$ cat src/rtl/pong_pkg.sv
// pong_pkg: shared direction encoding, key bit indices and 50 MHz timing defaults
package pong_pkg;
  typedef enum logic [1:0] {DIR_NONE = 2'd0, DIR_NEG = 2'd1, DIR_POS = 2'd2} dir_e;
  localparam int KEY_UL = 3;
  localparam int KEY_UR = 2;
  localparam int KEY_DL = 1;
  localparam int KEY_DR = 0;
  localparam int DEBOUNCE_CYCLES_DEF = 500000;
  localparam int DB_W_DEF = 20;
  localparam int MOVE_DIV_DEF = 250000;
  localparam int MV_W_DEF = 18;
  localparam int ACCEL_AFTER_DEF = 8;
endpackage

$ cat src/rtl/key_debounce.sv
// key_debounce: two-flop synchroniser, polarity normalisation and debounce for one key
// Ports: clock, reset (sync, active-high), key_raw_i (async raw key), key_state_o (debounced, 1 = pressed)
module key_debounce import pong_pkg::*; #(
  parameter bit KEY_ACTIVE_LOW = 1'b1,
  parameter int DEBOUNCE_CYCLES = DEBOUNCE_CYCLES_DEF,
  parameter int DB_W = DB_W_DEF
) (
  input  logic clock,
  input  logic reset,
  input  logic key_raw_i,
  output logic key_state_o
);
  logic sync1_q, sync2_q, state_q, state_d, lvl;
  logic [DB_W-1:0] cnt_q, cnt_d;
  always_comb begin
    lvl = sync2_q ^ KEY_ACTIVE_LOW;
    state_d = (lvl != state_q && cnt_q == DB_W'(DEBOUNCE_CYCLES - 1)) ? lvl : state_q;
    cnt_d = (lvl == state_q || state_d != state_q) ? '0 : cnt_q + 1'b1;
  end
  always_ff @(posedge clock) begin
    if (reset) begin
      sync1_q <= KEY_ACTIVE_LOW;
      sync2_q <= KEY_ACTIVE_LOW;
      state_q <= 1'b0;
      cnt_q <= '0;
    end else begin
      sync1_q <= key_raw_i;
      sync2_q <= sync1_q;
      state_q <= state_d;
      cnt_q <= cnt_d;
    end
  end
  assign key_state_o = state_q;
endmodule

$ cat src/rtl/paddle_key_conditioner.sv
// paddle_key_conditioner: debounces four paddle keys and rate-limits them into one-cycle move pulses
// Ports: clock, reset (sync, active-high), key_raw[3:0] (UL,UR,DL,DR raw keys),
//        key_state[3:0] (debounced, 1 = pressed), move[3:0] (one-cycle step pulses, same mapping)
// Optional: define PONG_KEY_ACCEL_EN to halve the pulse period after ACCEL_AFTER held pulses.
module paddle_key_conditioner import pong_pkg::*; #(
  parameter bit KEY_ACTIVE_LOW = 1'b1,
  parameter int DEBOUNCE_CYCLES = DEBOUNCE_CYCLES_DEF,
  parameter int DB_W = DB_W_DEF,
  parameter int MOVE_DIV = MOVE_DIV_DEF,
  parameter int MV_W = MV_W_DEF,
  parameter int ACCEL_AFTER = ACCEL_AFTER_DEF
) (
  input  logic       clock,
  input  logic       reset,
  input  logic [3:0] key_raw,
  output logic [3:0] key_state,
  output logic [3:0] move
);
  for (genvar k = 0; k < 4; k++) begin : g_key
    key_debounce #(
      .KEY_ACTIVE_LOW(KEY_ACTIVE_LOW),
      .DEBOUNCE_CYCLES(DEBOUNCE_CYCLES),
      .DB_W(DB_W)
    ) u_db (
      .clock(clock),
      .reset(reset),
      .key_raw_i(key_raw[k]),
      .key_state_o(key_state[k])
    );
  end
  // Pair p: bit 2p+1 is the left (NEG) key, bit 2p the right (POS) key.
  for (genvar p = 0; p < 2; p++) begin : g_pair
    dir_e dir, prev_q;
    logic [MV_W-1:0] cnt_q, cnt_d, wrap;
    logic [1:0] mv_q, mv_d;
    logic pulse;
`ifdef PONG_KEY_ACCEL_EN
    localparam int AC_W = $clog2(ACCEL_AFTER + 1);
    logic [AC_W-1:0] acc_q, acc_d;
    always_comb begin
      wrap = (acc_q == AC_W'(ACCEL_AFTER)) ? MV_W'((MOVE_DIV >> 1) - 1) : MV_W'(MOVE_DIV - 1);
      acc_d = (dir == DIR_NONE) ? '0 :
              (dir != prev_q) ? AC_W'(1) :
              (pulse && acc_q != AC_W'(ACCEL_AFTER)) ? acc_q + 1'b1 : acc_q;
    end
    always_ff @(posedge clock) acc_q <= reset ? '0 : acc_d;
`else
    assign wrap = MV_W'(MOVE_DIV - 1);
`endif
    always_comb begin
      dir = (key_state[2*p+1] && !key_state[2*p]) ? DIR_NEG :
            (key_state[2*p] && !key_state[2*p+1]) ? DIR_POS : DIR_NONE;
      pulse = (dir != DIR_NONE) && (dir != prev_q || cnt_q == wrap);
      cnt_d = (dir == DIR_NONE || pulse) ? '0 : cnt_q + 1'b1;
      mv_d = {pulse && dir == DIR_NEG, pulse && dir == DIR_POS};
    end
    always_ff @(posedge clock) begin
      if (reset) begin
        prev_q <= DIR_NONE;
        cnt_q <= '0;
        mv_q <= '0;
      end else begin
        prev_q <= dir;
        cnt_q <= cnt_d;
        mv_q <= mv_d;
      end
    end
    assign move[2*p+1:2*p] = mv_q;
  end
endmodule

$ cat config.mk
export PLATFORM = sky130hd
export DESIGN_NAME = paddle_key_conditioner
export DESIGN_NICKNAME = d
export VERILOG_FILES = /design/src/rtl/pong_pkg.sv /design/src/rtl/key_debounce.sv /design/src/rtl/paddle_key_conditioner.sv
export SDC_FILE = /design/constraint.sdc
export NUM_CORES = 1
export LEC_CHECK = 0
export CAP_MARGIN = 20
export CORE_MARGIN = 2
export CORE_UTILIZATION = 55
export CTS_CLUSTER_DIAMETER = 30
export DETAILED_ROUTE_END_ITERATION = 6
export PLACE_DENSITY = 0.72
export SLEW_MARGIN = 5
export SYNTH_ARGS = -nofsm -noshare
export SYNTH_HDL_FRONTEND = slang
export SYNTH_SLANG_ARGS = --single-unit
$ cat constraint.sdc
create_clock -name clock -period 5.6 [get_ports clock]
set_input_delay 0.56 -clock clock [delete_from_list [all_inputs] [get_ports clock]]
set_output_delay 0.56 -clock clock [all_outputs]
set_load 0.02 [all_outputs]
==> impl_metrics.ini <==
[synth]
netlist_instances = 687
synth_area_leader_cell = dfxtp_1
yosys-top-cells-area = dfxtp_1 (45%), xnor2_1 (9.6%), nor2_1 (6.9%), nand4_1 (3.7%), nand3_1 (3.1%)
yosys_warnings = 0
syn_nets = 707
syn_area_sq_um = 6030
synth_seq_area_share = 0.451
avgSynthCellArea_sq_um = 8.78
synth_cell_types = 42
synth_top_area_share = 0.451
ys_seq_elements = 136

[routing]
first_iter_violations = 260
dr.pass1.iters = 7
routed_via_density = 5.57
wl_um = 11200
vias = 4755
wl_per_cell_um = 13.1
drc = 0
drtAntennaViolNets = 0

[timing]
skew_ps = 3.76
rsz0062_at_grt = false
final_hold_viol_count = 0
setup_tns_ps = 0
max_freq_mhz = 411
layout_min_cycle_time_ps = 2430
slew_headroom = 0.374
tightest_slew_ps = 930
setup-violations-final = 0
min_period_over_period = 0.434
slew_violations = 0

[clock_tree]
cts-root-buf = clkbuf_8
ctsResizeCount = 0
post_cts_buffers = 0
cts_buffers = 17
cts_buffer_depth = 2
ctsHoldBuffers = 0
clkSinkCount = 136
clk_latency_ps = 520
clk_pin_slew_ps = 60
cts_tree = yes
htree_levels = 4

[final_layout]
layout_commonest_cell = dfxtp_1
final_layout_size_suffix_gt1_frac = 0.0868
area_delta_synth_final_pct = 13.8
antennaDiodeCount = 0
layout_common_cells = dfxtp_1 (136), nor2_1 (111), xnor2_1 (66)
final_nets = 721
fin_util = 0.639
instances_no_fill = 854

[grt]
grt_pass1_vias = 4351
grt.total_usage = 0.203
grt_pass1_wl_um = 19200
antenna_found_initial = 0
grt_max_degree = 21
overflow = 0

[floorplanning]
rows = 38
fp.dieW_um = 109
dieArea_sq_um = 11800
initial_utilization = 0.561
ioPinCount = 14
coreArea_sq_um = 10700
chipHeight_um = 109

[worst_setup_path]
critPathLaunchType = flop
worstPathRequired_ps = 5980
end_kind = flop
worstPathMaxFanout = 19
reg2reg_slack_ps = 3170
cp_data_arrival_time_ps = 2820
critPathKind = reg2reg

[run_status]
status = finished clean

[power]
power.density_nw_per_um2 = 311
peakVddDrop_uv = 207
p_leak_nw = 1.99

[placed_design]
placed_cells = 822
place_congestion = 0.828
port_buffers = 13
dp_hpwl_um = 7570

[job]
maxCapViolCount = 0

[hold_path]
hold_class = reg2reg
-- final timing paths --
path	startpoint	endpoint	cells after the start
setup reg to reg	g_key[1].u_db.cnt_q[0]$_SDFF_PP0_	g_key[1].u_db.cnt_q[6]$_SDFF_PP0_	5
hold / removal	g_key[2].u_db.sync1_q$_SDFF_PP1_	g_key[2].u_db.sync2_q$_SDFF_PP1_	1
hold reg to reg	g_key[2].u_db.sync1_q$_SDFF_PP1_	g_key[2].u_db.sync2_q$_SDFF_PP1_	1
setup / recovery	g_key[1].u_db.cnt_q[0]$_SDFF_PP0_	g_key[1].u_db.cnt_q[6]$_SDFF_PP0_	5
-- worst max-delay path, stage by stage (launching register included) --
cell	delay, ps
dfxtp_1	380
ha_1	240
nand4_1	360
nor4_1	590
a21o_1	600
nor2_1	120
-- metal layers --
metal,up-vias,share of wire,track usage
li1,2433,-,-
met1,2233,0.48,0.254
met2,71,0.47,0.325
met3,18,0.032,0.0616
met4,0,0.020,0.0861
met5,-,0,0
-- area by class of cell --
type	instances	area, sq um
fill	900	3880
multi-input combinational	501	3090
sequential	136	2720
clock buffer	17	414
clock inverter	15	204
tap	140	175
timing repair buffer	15	145
inverter	30	113
-- sequential cells by signal (all words and copies together), names as in the netlist --
name / flops
g_key.u_db.key_state_o: 4
g_pair.cnt_q: 36
g_key.u_db.cnt_q: 80
g_key.u_db.sync1_q: 4
g_key.u_db.sync2_q: 4
g_pair.mv_q: 4
g_pair.prev_q: 4
-- Yosys cell counts (all sizes together) --
master   count
nand3       37
nand2b       1
nor4        25
or4bb        1
nand4bb      1
clkbuf       9
nor4b        3
nor3        24
inv         30
o311a        2
and4         3
nand4       37
nor2       111
or2         10
ha          14
a21o         3
o211ai       1
a21oi       28
buf         11
nand4b       1
or3         11
and2         1
or4         16
xor2        21
nand2       38
xnor2       66
nor2b        5
o221a        1
o21ai       10
o31ai       10
dfxtp      136
or4b         2
a311oi       2
a31o         7
and3         9
-- logic make-up after synthesis --
kind of cell             count (synthesis)  share of synthesized area
AND/OR/NAND/NOR                        336                      0.286
flip-flops                             136                      0.451
XOR/XNOR                                87                      0.126
AO/OA/AOI/OAI                           64                     0.0707
buffers and inverters                   50                     0.0363
adder cells (fa/ha/maj)                 14                     0.0290
-- per-stage QoR --
stage,hold WS (ps),cell area (sq um),power (mW),setup slack (ps)
after floorplan,389,6030,1.00,3630
after global placement,393,6240,1.01,3100
after detailed placement,396,6240,1.01,3020
after CTS,411,6860,2.16,3190
after global routing,422,6860,2.21,2960
final,408,6860,2.14,3170
-- power breakdown --
part	total [mW]	internal [mW]	switching [mW]
Combinational	0.0155	0.00681	0.00867
Clock	1.15	0.724	0.423
Sequential	0.973	0.971	0.00197
Total	2.14	1.70	0.434
Note: power is estimated with default switching activity, not from simulation.
